**config.mk**
```make
export PLATFORM = sky130hd
export DESIGN_NAME = data_memory_responder
export DESIGN_NICKNAME = d
export VERILOG_FILES = /design/src/rtl/ve370_mem_pkg.sv /design/src/rtl/mem_word_array.sv /design/src/rtl/data_memory_responder.sv
export SDC_FILE = /design/constraint.sdc
export NUM_CORES = 2
export LEC_CHECK = 0
export CORE_MARGIN = 10
export CORE_UTILIZATION = 56
export DETAILED_ROUTE_END_ITERATION = 16
export HOLD_SLACK_MARGIN = 0.1
export PLACE_DENSITY = 0.75
export RECOVER_POWER = 50
export SLEW_MARGIN = 20
export SYNTH_ARGS = -nofsm -noshare
export SYNTH_HDL_FRONTEND = slang
export SYNTH_HIERARCHICAL = 1
export SYNTH_SLANG_ARGS = --single-unit
```
**constraint.sdc**
```tcl
create_clock -name clock -period 4.7 [get_ports clock]
set_clock_uncertainty 0.05 [all_clocks]
set_input_delay 0.705 -clock clock [delete_from_list [all_inputs] [get_ports clock]]
set_output_delay 0.705 -clock clock [all_outputs]
set_load 0.02 [all_outputs]
```
**src/rtl/ve370_mem_pkg.sv**
```systemverilog
// Shared definitions for the data/instruction memory responders: FSM encoding,
// word geometry, response record layout and the access-error rule.
package ve370_mem_pkg;

   typedef enum logic [1:0] {
      IDLE = 2'd0,
      WAIT = 2'd1,
      RESP = 2'd2
   } mem_state_e;

   localparam int unsigned WORD_BYTES = 4;
   localparam logic [1:0]  ALIGN_MASK = 2'b11;

   // Response record field widths, shared with the instruction-side responder.
   localparam int unsigned ADDR_W = 32;
   localparam int unsigned DATA_W = 32;
   localparam int unsigned CNT_W  = 4;

   typedef struct packed {
      logic [DATA_W-1:0] rdata;
      logic              error;
   } mem_resp_t;

   // Misaligned byte address or word index beyond the array.
   function automatic logic addr_error(input logic [ADDR_W-1:0] addr,
                                       input int unsigned       depth_words);
      logic [ADDR_W-1:0] w_word_idx;
      w_word_idx = {2'b00, addr[ADDR_W-1:2]};
      return ((addr[1:0] & ALIGN_MASK) != 2'b00) || (w_word_idx >= depth_words);
   endfunction

endpackage

```
**src/rtl/mem_word_array.sv**
```systemverilog
// Single-port word array: synchronous write, combinational read. No reset, so
// contents survive a responder reset.
module mem_word_array
   import ve370_mem_pkg::*;
#(
   parameter int unsigned DEPTH_WORDS = 64,
   parameter int unsigned IDX_W       = (DEPTH_WORDS > 1) ? $clog2(DEPTH_WORDS) : 1
) (
   input  logic              clock,
   input  logic              i_we,
   input  logic [IDX_W-1:0]  i_idx,
   input  logic [DATA_W-1:0] i_wdata,
   output logic [DATA_W-1:0] o_rdata
);

   logic [DATA_W-1:0] r_mem [DEPTH_WORDS];

   // Store path: one word per enabled edge.
   always_ff @(posedge clock) begin
      if (i_we) begin
         r_mem[i_idx] <= i_wdata;
      end
   end

   assign o_rdata = r_mem[i_idx];

endmodule

```
**src/rtl/data_memory_responder.sv**
```systemverilog
// Fixed-latency data memory responder with valid/ready request and response
// channels. One request in flight; the array is touched on the edge entering RESP.
module data_memory_responder
   import ve370_mem_pkg::*;
#(
   parameter int unsigned DEPTH_WORDS = 64,
   parameter int unsigned LATENCY     = 2
) (
   input  logic              clock,
   input  logic              reset_n,
   input  logic              req_valid,
   input  logic              req_write,
   input  logic [ADDR_W-1:0] req_addr,
   input  logic [DATA_W-1:0] req_wdata,
   output logic              req_ready,
   output logic              resp_valid,
   input  logic              resp_ready,
   output logic [DATA_W-1:0] resp_rdata,
   output logic              resp_error
);

   localparam int unsigned IDX_W = (DEPTH_WORDS > 1) ? $clog2(DEPTH_WORDS) : 1;

   if ((LATENCY < 1) || (LATENCY > 15)) begin : g_bad_latency
      $error("data_memory_responder: LATENCY must be within 1..15");
   end

   mem_state_e        r_state, w_state_d;
   logic [CNT_W-1:0]  r_cnt, w_cnt_d;
   logic              r_write, w_write_d;
   logic [ADDR_W-1:0] r_addr, w_addr_d;
   logic [DATA_W-1:0] r_wdata, w_wdata_d;
   mem_resp_t         r_resp, w_resp_d;

   logic              w_accept;
   logic              w_enter_resp;
   logic              w_acc_write;
   logic [ADDR_W-1:0] w_acc_addr;
   logic [DATA_W-1:0] w_acc_wdata;
   logic              w_acc_err;
   logic              w_mem_we;
   logic [DATA_W-1:0] w_mem_rdata;

   assign w_accept = req_valid && (r_state == IDLE);

   // With LATENCY==1 the access happens on the accept edge, so use the live
   // request; otherwise use the latched copy.
   assign w_acc_write = (r_state == IDLE) ? req_write : r_write;
   assign w_acc_addr  = (r_state == IDLE) ? req_addr  : r_addr;
   assign w_acc_wdata = (r_state == IDLE) ? req_wdata : r_wdata;
   assign w_acc_err   = addr_error(w_acc_addr, DEPTH_WORDS);
   assign w_mem_we    = w_enter_resp && w_acc_write && !w_acc_err;

   mem_word_array #(
      .DEPTH_WORDS (DEPTH_WORDS),
      .IDX_W       (IDX_W)
   ) u_array (
      .clock   (clock),
      .i_we    (w_mem_we),
      .i_idx   (w_acc_addr[IDX_W+1:2]),
      .i_wdata (w_acc_wdata),
      .o_rdata (w_mem_rdata)
   );

   // Next-state, latency counter, request latch and response capture.
   always_comb begin
      w_state_d    = r_state;
      w_cnt_d      = r_cnt;
      w_write_d    = r_write;
      w_addr_d     = r_addr;
      w_wdata_d    = r_wdata;
      w_resp_d     = r_resp;
      w_enter_resp = 1'b0;

      unique case (r_state)
         IDLE: begin
            if (w_accept) begin
               w_write_d = req_write;
               w_addr_d  = req_addr;
               w_wdata_d = req_wdata;
               if (LATENCY == 1) begin
                  w_state_d    = RESP;
                  w_enter_resp = 1'b1;
               end else begin
                  w_state_d = WAIT;
                  w_cnt_d   = CNT_W'(LATENCY - 1);
               end
            end
         end
         WAIT: begin
            w_cnt_d = r_cnt - 1'b1;
            if (r_cnt == CNT_W'(1)) begin
               w_state_d    = RESP;
               w_enter_resp = 1'b1;
            end
         end
         RESP: begin
            if (resp_ready) begin
               w_state_d = IDLE;
               w_resp_d  = '0;
            end
         end
         default: begin
            w_state_d = IDLE;
         end
      endcase

      if (w_enter_resp) begin
         w_resp_d.error = w_acc_err;
         w_resp_d.rdata = (!w_acc_err && !w_acc_write) ? w_mem_rdata : '0;
      end
   end

   // State and datapath registers; reset drops any pending request or response.
   always_ff @(posedge clock or negedge reset_n) begin
      if (!reset_n) begin
         r_state <= IDLE;
         r_cnt   <= '0;
         r_write <= 1'b0;
         r_addr  <= '0;
         r_wdata <= '0;
         r_resp  <= '0;
      end else begin
         r_state <= w_state_d;
         r_cnt   <= w_cnt_d;
         r_write <= w_write_d;
         r_addr  <= w_addr_d;
         r_wdata <= w_wdata_d;
         r_resp  <= w_resp_d;
      end
   end

   assign req_ready  = (r_state == IDLE);
   assign resp_valid = (r_state == RESP);
   assign resp_rdata = r_resp.rdata;
   assign resp_error = r_resp.error;

endmodule

```
# Word-level counts from Yosys, hierarchy flattened
# Memory sizes are Yosys's and may differ from the RTL's.
# Index checks and enable logic that the tools add are counted.
dict set report word_totals {
  inputBits 69
  regBits 104
  ramBits 2048
  out_inout_bits 35
  memories 1
  wordCells 49
}
dict set report op_classes {
  muxes 17
  reduce_logical 16
  addsub 1
  n_eq_ne 6
  magnitude_cmp 1
}
# memory words width rd rd_clocked_by_memory_dff write_ports line_no
set mem_list {}
lappend mem_list {u_array.r_mem 64 32 1 0 1 mem_word_array.sv:16} ;# logic [DATA_W-1:0] r_mem [DEPTH_WORDS];
# cell count
set op_table {}
lappend op_table {{$mux W33} 3}
lappend op_table {{$mux W32} 3}
lappend op_table {{$ge A30 B7 Y1 const B} 1}
lappend op_table {{$pmux W4 S2} 1}
lappend op_table {{$reduce_bool A2 Y1} 4}
lappend op_table {{$mux W2} 3}
lappend op_table {{$pmux W2 S3} 1}
lappend op_table {{$reduce_and A2 Y1} 3}
lappend op_table {{$mux W1} 5}
lappend op_table {{$eq A4 B1 Y1 const B} 1}
lappend op_table {{$logic_and A1 B1 Y1} 4}
lappend op_table {{$mux W4} 1}
lappend op_table {{$ne A2 B1 Y1 const B} 2}
lappend op_table {{$sub A4 B1 Y4 const B} 1}
lappend op_table {{$reduce_and A3 Y1} 1}
lappend op_table {{$eq A2 B1 Y1 const B} 1}
lappend op_table {{$eq A2 B2 Y1 const B} 1}
lappend op_table {{$logic_not A1 Y1} 2}
lappend op_table {{$logic_not A2 Y1} 1}
lappend op_table {{$ne A2 B2 Y1 const B} 1}
lappend op_table {{$logic_or A1 B1 Y1} 1}

# Depth between registers and ports, before layout
dict set report depth {
  depth_word 8
  depth_mapped 17
  ltp_nobuf 9
}

# Modules after synthesis
# The synthesis kept the hierarchy.
# mod instances area_per_inst_um2 cells_each seq_area_each_um2
set by_module_without_submodules {}
lappend by_module_without_submodules {mem_word_array 1 78287.6 4207 61499.0}
lappend by_module_without_submodules {data_memory_responder 1 4544.4 446 2602.5}

# Worst setup path after synthesis
# Ideal clock, no wire load.
dict set report synth_path {
  kind {register -> register}
  from {register r_state[1]}
  to {memory u_array.r_mem[11][0], enable pin}
  path_buffers 8
  stages_incl_launch_ff 14
  slack_ps -405
  setup_ps 421
  arrival_ps 4634
  period_less_slack_ps 5105
  t_required_ps 4229
  cell_sequence {dfrtp_1 -> nor2_1 -> clkbuf_1 -> buf_2 -> mux2_1 -> buf_2 -> buf_2 -> buf_2 -> buf_2 -> buf_2 -> buf_2 -> nor2b_1 -> nand2_1 -> nor2_1}
}
dict set report synth_via {
  elab_chain_len 8
  word_cells_on_any_way 13
}
# element line_no
set synth_lines {}
lappend synth_lines {{start, declared} data_memory_responder.sv:28} ;# mem_state_e r_state, w_state_d;
lappend synth_lines {{start signal, assigned} data_memory_responder.sv:124} ;# r_state <= w_state_d;
lappend synth_lines {{$logic_not A2 Y1 (*)} --}
lappend synth_lines {{via req_ready} data_memory_responder.sv:15} ;# output logic req_ready,
lappend synth_lines {{$mux W32 (*)} data_memory_responder.sv:49} ;# assign w_acc_addr = (r_state == IDLE) ? req_addr : r_addr;
lappend synth_lines {{via w_acc_addr[4]} data_memory_responder.sv:38} ;# logic [ADDR_W-1:0] w_acc_addr;
lappend synth_lines {{$ge A30 B7 Y1} ve370_mem_pkg.sv:29} ;# return ((addr[1:0] & ALIGN_MASK) != 2'b00) || (w_word_idx >= depth_words);
lappend synth_lines {{$logic_or A1 B1 Y1} ve370_mem_pkg.sv:29}
lappend synth_lines {{$logic_not A1 Y1} data_memory_responder.sv:52} ;# assign w_mem_we = w_enter_resp && w_acc_write && !w_acc_err;
lappend synth_lines {{$logic_and A1 B1 Y1} data_memory_responder.sv:52}
lappend synth_lines {{$mux W1} mem_word_array.sv:20} ;# if (i_we) begin
lappend synth_lines {{$mux W1 (implied by the code)} mem_word_array.sv:21} ;# r_mem[i_idx] <= i_wdata;
lappend synth_lines {{end, declared} mem_word_array.sv:16}
# Mark *: on every way through the listed nets, which the timed path passes. The rest lies on a longest branch.

# Worst setup path after layout
dict set report layout_path {
  from {register r_state[1]}
  to {register r_resp, in the netlist resp_rdata[19]}
}
dict set report layout_via {
  word_cells_on_any_way 18
}
# element line_no
set layout_lines {}
lappend layout_lines {{$logic_not A2 Y1} data_memory_responder.sv:49}
lappend layout_lines {{$mux W32} data_memory_responder.sv:49}
lappend layout_lines {{via w_acc_addr[5]} data_memory_responder.sv:38}
lappend layout_lines {{$mem_v2 Z64 W32} --}
lappend layout_lines {{via w_mem_rdata[19]} data_memory_responder.sv:42} ;# logic [DATA_W-1:0] w_mem_rdata;
lappend layout_lines {{$mux W32} data_memory_responder.sv:110} ;# w_resp_d.rdata = (!w_acc_err && !w_acc_write) ? w_mem_rdata : '0;
lappend layout_lines {{$mux W33} data_memory_responder.sv:108} ;# if (w_enter_resp) begin
lappend layout_lines {{end signal, assigned} data_memory_responder.sv:129} ;# r_resp <= w_resp_d;
lappend layout_lines {{end, declared} data_memory_responder.sv:33} ;# mem_resp_t r_resp, w_resp_d;
# The timed path passes the listed nets, and every way through them passes these cells.
# A chain may end at the register's enable or synchronous reset.

==> results.sh <==
export IMPL_end_of_the_worst_register_to_register_path="resp_rdata[19]"
export IMPL_design_power_total_mw=64.6
export IMPL_synth_largest_area_cell="sky130_fd_sc_hd__edfxtp_1"
export IMPL_worst_hold_path_type="primary input to flop"
export IMPL_detail_route_first_pass_iterations=6
export IMPL_rr_startpoint="r_state[1]"
export IMPL_grt_pass1_wl_um=341000
export IMPL_hold_viol_final=0
export IMPL_synth_top_area_share_pct=74.2
export IMPL_crit_path_max_fanout=12
export IMPL_setup_total_negative_slack_ns=0
export IMPL_ys_async_sr_fraction_pct=4.83
export IMPL_cp_arrival_ns=5.40
export IMPL_floorplan_die_area_um2=164000
export IMPL_half_perimeter_wire_length_after_detailed_placement_um=145000
export IMPL_grt_antenna_before_repair=16
export IMPL_area_growth_synth_to_final_pct=15.6
export IMPL_grt_total_usage_pct=28.8
export IMPL_ys_dominant_reg_cell="sky130_fd_sc_hd__edfxtp_1"
export IMPL_die_height_um=405
export IMPL_worst_r2r_cell_count=8
export IMPL_synth_edff_count=2048
export IMPL_yosysUniqueCellTypes=64
export IMPL_layout_worst_path_cycle_share_pct=99.1
export IMPL_std_cell_rows=141
export IMPL_slew_violations=829
export IMPL_max_slew_margin_rel_pct=-86.9
export IMPL_cts_inserted_buffers=206
export IMPL_cp_required_ns=5.45
export IMPL_floorplan_initialDensity_pct=56.2
export IMPL_die_w_um=405
export IMPL_syn_inst_count=4653
export IMPL_final_weighted_congestion_in_routability_driven_placement=0.983
export IMPL_synth_avg_cell_area_um2=17.8
export IMPL_yosys_warnings=6
export IMPL_first_iter_violations=8193
export IMPL_startpoint_type="flop"
export IMPL_num_vias=48793
export IMPL_critical_path_endpoint_type="flop"
export IMPL_synth_top_cells_by_area="sky130_fd_sc_hd__edfxtp_1 (74%), sky130_fd_sc_hd__dfrtp_1 (3.1%), sky130_fd_sc_hd__mux2i_1 (3.1%)"
export IMPL_violated_checks="max-capacitance violations, max-slew violations"
export IMPL_remaining_drc_errors=0
export IMPL_grt_max_degree=108
export IMPL_timing_reg2reg_setup_slack_ns=0.04
export IMPL_postLayoutCellArea_um2=95800
export IMPL_seq_area_um2=64100
export IMPL_tritoncts="built"
export IMPL_cts_root_buffer_cell="sky130_fd_sc_hd__clkbuf_16"
export IMPL_worstMarginPinSlew_ns=2.80
export IMPL_wl_um=241000
export IMPL_worst_setup_path_startpoint="r_state[1]"
export IMPL_outcome="complete, but fails checks"
export IMPL_cell_area_synth_um2=82800
export IMPL_worst_setup_path_type="flop to flop"
export IMPL_utilization_pct=65.0
export IMPL_number_of_global_route_vias_before_repair=47632
export IMPL_cts_h_tree_depth=4
export IMPL_clock_sink_count=2152
export IMPL_synth_net_count=4724
export IMPL_pre_cts_ws_ns=0.0320
export IMPL_clockBufferDepth=3
export IMPL_synth_sequential_area_ratio_pct=77.4
export IMPL_post_dp_cell_area_um2=89200
export IMPL_clock_latency_ns=0.86
export IMPL_layout_drive_gt1_share_pct=18.9
export IMPL_maxCapViolations=19
export IMPL_rsz_0062_raised_after_global_routing="false"
export IMPL_design_portCount=104
export IMPL_power_density_cell_area_nw_per_um2=674
export IMPL_synth_most_common_cell="sky130_fd_sc_hd__edfxtp_1"
export IMPL_buffer_ports_inserted=103
export IMPL_via_per_inst=6.85
export IMPL_most_numerous_cell_types_in_the_synthesized_netlist="sky130_fd_sc_hd__edfxtp_1 (2,048), sky130_fd_sc_hd__mux2i_1 (259), sky130_fd_sc_hd__nand2_1 (228)"
export IMPL_finalSetupViolations=0
export IMPL_setup_slack_ns=0.0442
export IMPL_layout_filler_cells=9479
export IMPL_clk_pin_slew_ns=0.06
export IMPL_postSynthRegisterBits=2152
export IMPL_fin_crit_ns=4.66
export IMPL_power_static_leakage_nw=32.0
export IMPL_vdd_ir_drop_worst_uv=454
export IMPL_multiInputGateArea_um2=17900
export IMPL_route_detailed_wl_per_inst_um=33.8
export IMPL_num_nets_final=5073
export IMPL_coreArea_um2=147000
export IMPL_fmax_mhz=215
export IMPL_crit_path_end="resp_rdata[19]"
export IMPL_grt_overflow=0
export IMPL_detail_route_antenna_nets=0
==> critical path, cell delays in order (launching register included) <==
cell and delay (ns):
sky130_fd_sc_hd__dfrtp_1 0.43, sky130_fd_sc_hd__nor2_4 0.48, sky130_fd_sc_hd__mux2_1 0.72, sky130_fd_sc_hd__nor2b_1 0.97, sky130_fd_sc_hd__nand2_2 0.47, sky130_fd_sc_hd__buf_4 0.34, sky130_fd_sc_hd__o22ai_1 0.73, sky130_fd_sc_hd__or4_1 0.25
sky130_fd_sc_hd__a22o_1 0.14
==> what timing repair did <==
item | CTS | global route
gates resized for setup | 0 | 0
setup buffers | 0 | 0
hold endpoints to repair | 39 | 0
setup endpoints to repair | 0 | 0
hold buffers | 1 | 0
==> kinds of logic after synthesis <==
kind of cell / share of synthesized area [%]
AO/OA/AOI/OAI: 8.65
buffers and inverters: 1.76
flip-flops: 77.4
multiplexers: 8.27
XOR/XNOR: 0.0106
adder cells (fa/ha/maj): 0.0302
AND/OR/NAND/NOR: 3.89
==> sequential cells by signal (all words and copies together) (netlist names) <==
register	flops
r_write	1
r_wdata	32
resp_rdata	32
r_state	2
r_cnt	4
u_array/r_mem	2048
r_addr	32
resp_error	1
==> per-layer routing <==
layer / share of wire [%] / up-vias / GRT usage, %
met1: 35 / 24752 / 37.7
met3: 14 / 685 / 9.34
li1: - / 19757 / -
met5: 0.011 / - / 0
met4: 6.0 / 4 / 14.4
met2: 45 / 3595 / 43.3
==> worst min-delay path by stage <==
stage	startpoint	endpoint	slack [ns]	depth (start not counted)
finish	req_wdata[6]	r_wdata[6]	0.35	3
global route	req_addr[20]	r_addr[20]	0.37	3
CTS	req_wdata[6]	r_wdata[6]	0.31	3
detailed placement	r_wdata[23]	r_wdata[23]	0.41	2
global placement	r_wdata[30]	r_wdata[30]	0.40	2
floorplan	reset_n	r_addr[0]	0.36	0
==> report_power, final <==
group          switching [mW]  internal (mW)
logic                    16.4           7.32
registers               0.184           24.5
clock network            7.15           9.04
==> through the flow <==
stage | hold slack (ns) | instances
2_1_floorplan | 0.359 | 4653
3_3_place_gp | 0.402 | 6721
3_5_place_dp | 0.409 | 6721
4_1_cts | 0.311 | 7109
5_1_grt | 0.373 | 7115
6_report | 0.355 | 7119
==> cell usage in the layout (no fill, tap or decap), drive strengths merged, types with 70 or more instances in the layout <==
| cell | n |
|---|---|
| mux4 | 96 |
| buf | 319 |
| edfxtp | 2048 |
| a21oi | 122 |
| and3 | 86 |
| o22a | 70 |
| a221oi | 175 |
| a22o | 98 |
| mux2 | 186 |
| clkbuf | 316 |
| o22ai | 93 |
| a22oi | 188 |
| nor2 | 147 |
| clkinv | 93 |
| dfrtp | 104 |
| nand2 | 228 |
| mux2i | 259 |
| o21ai | 90 |
==> cell type report <==
cell class,count,share of cell area [%]
Inverter,5,0.0274
Multi-Input combinational cell,2172,18.7
Tap cell,1930,2.52
Clock buffer,274,5.74
Timing Repair Buffer,465,4.87
Clock inverter,113,1.19
Antenna cell,8,0.0209
Sequential cell,2152,66.9
(Power assumes the default switching activity.)
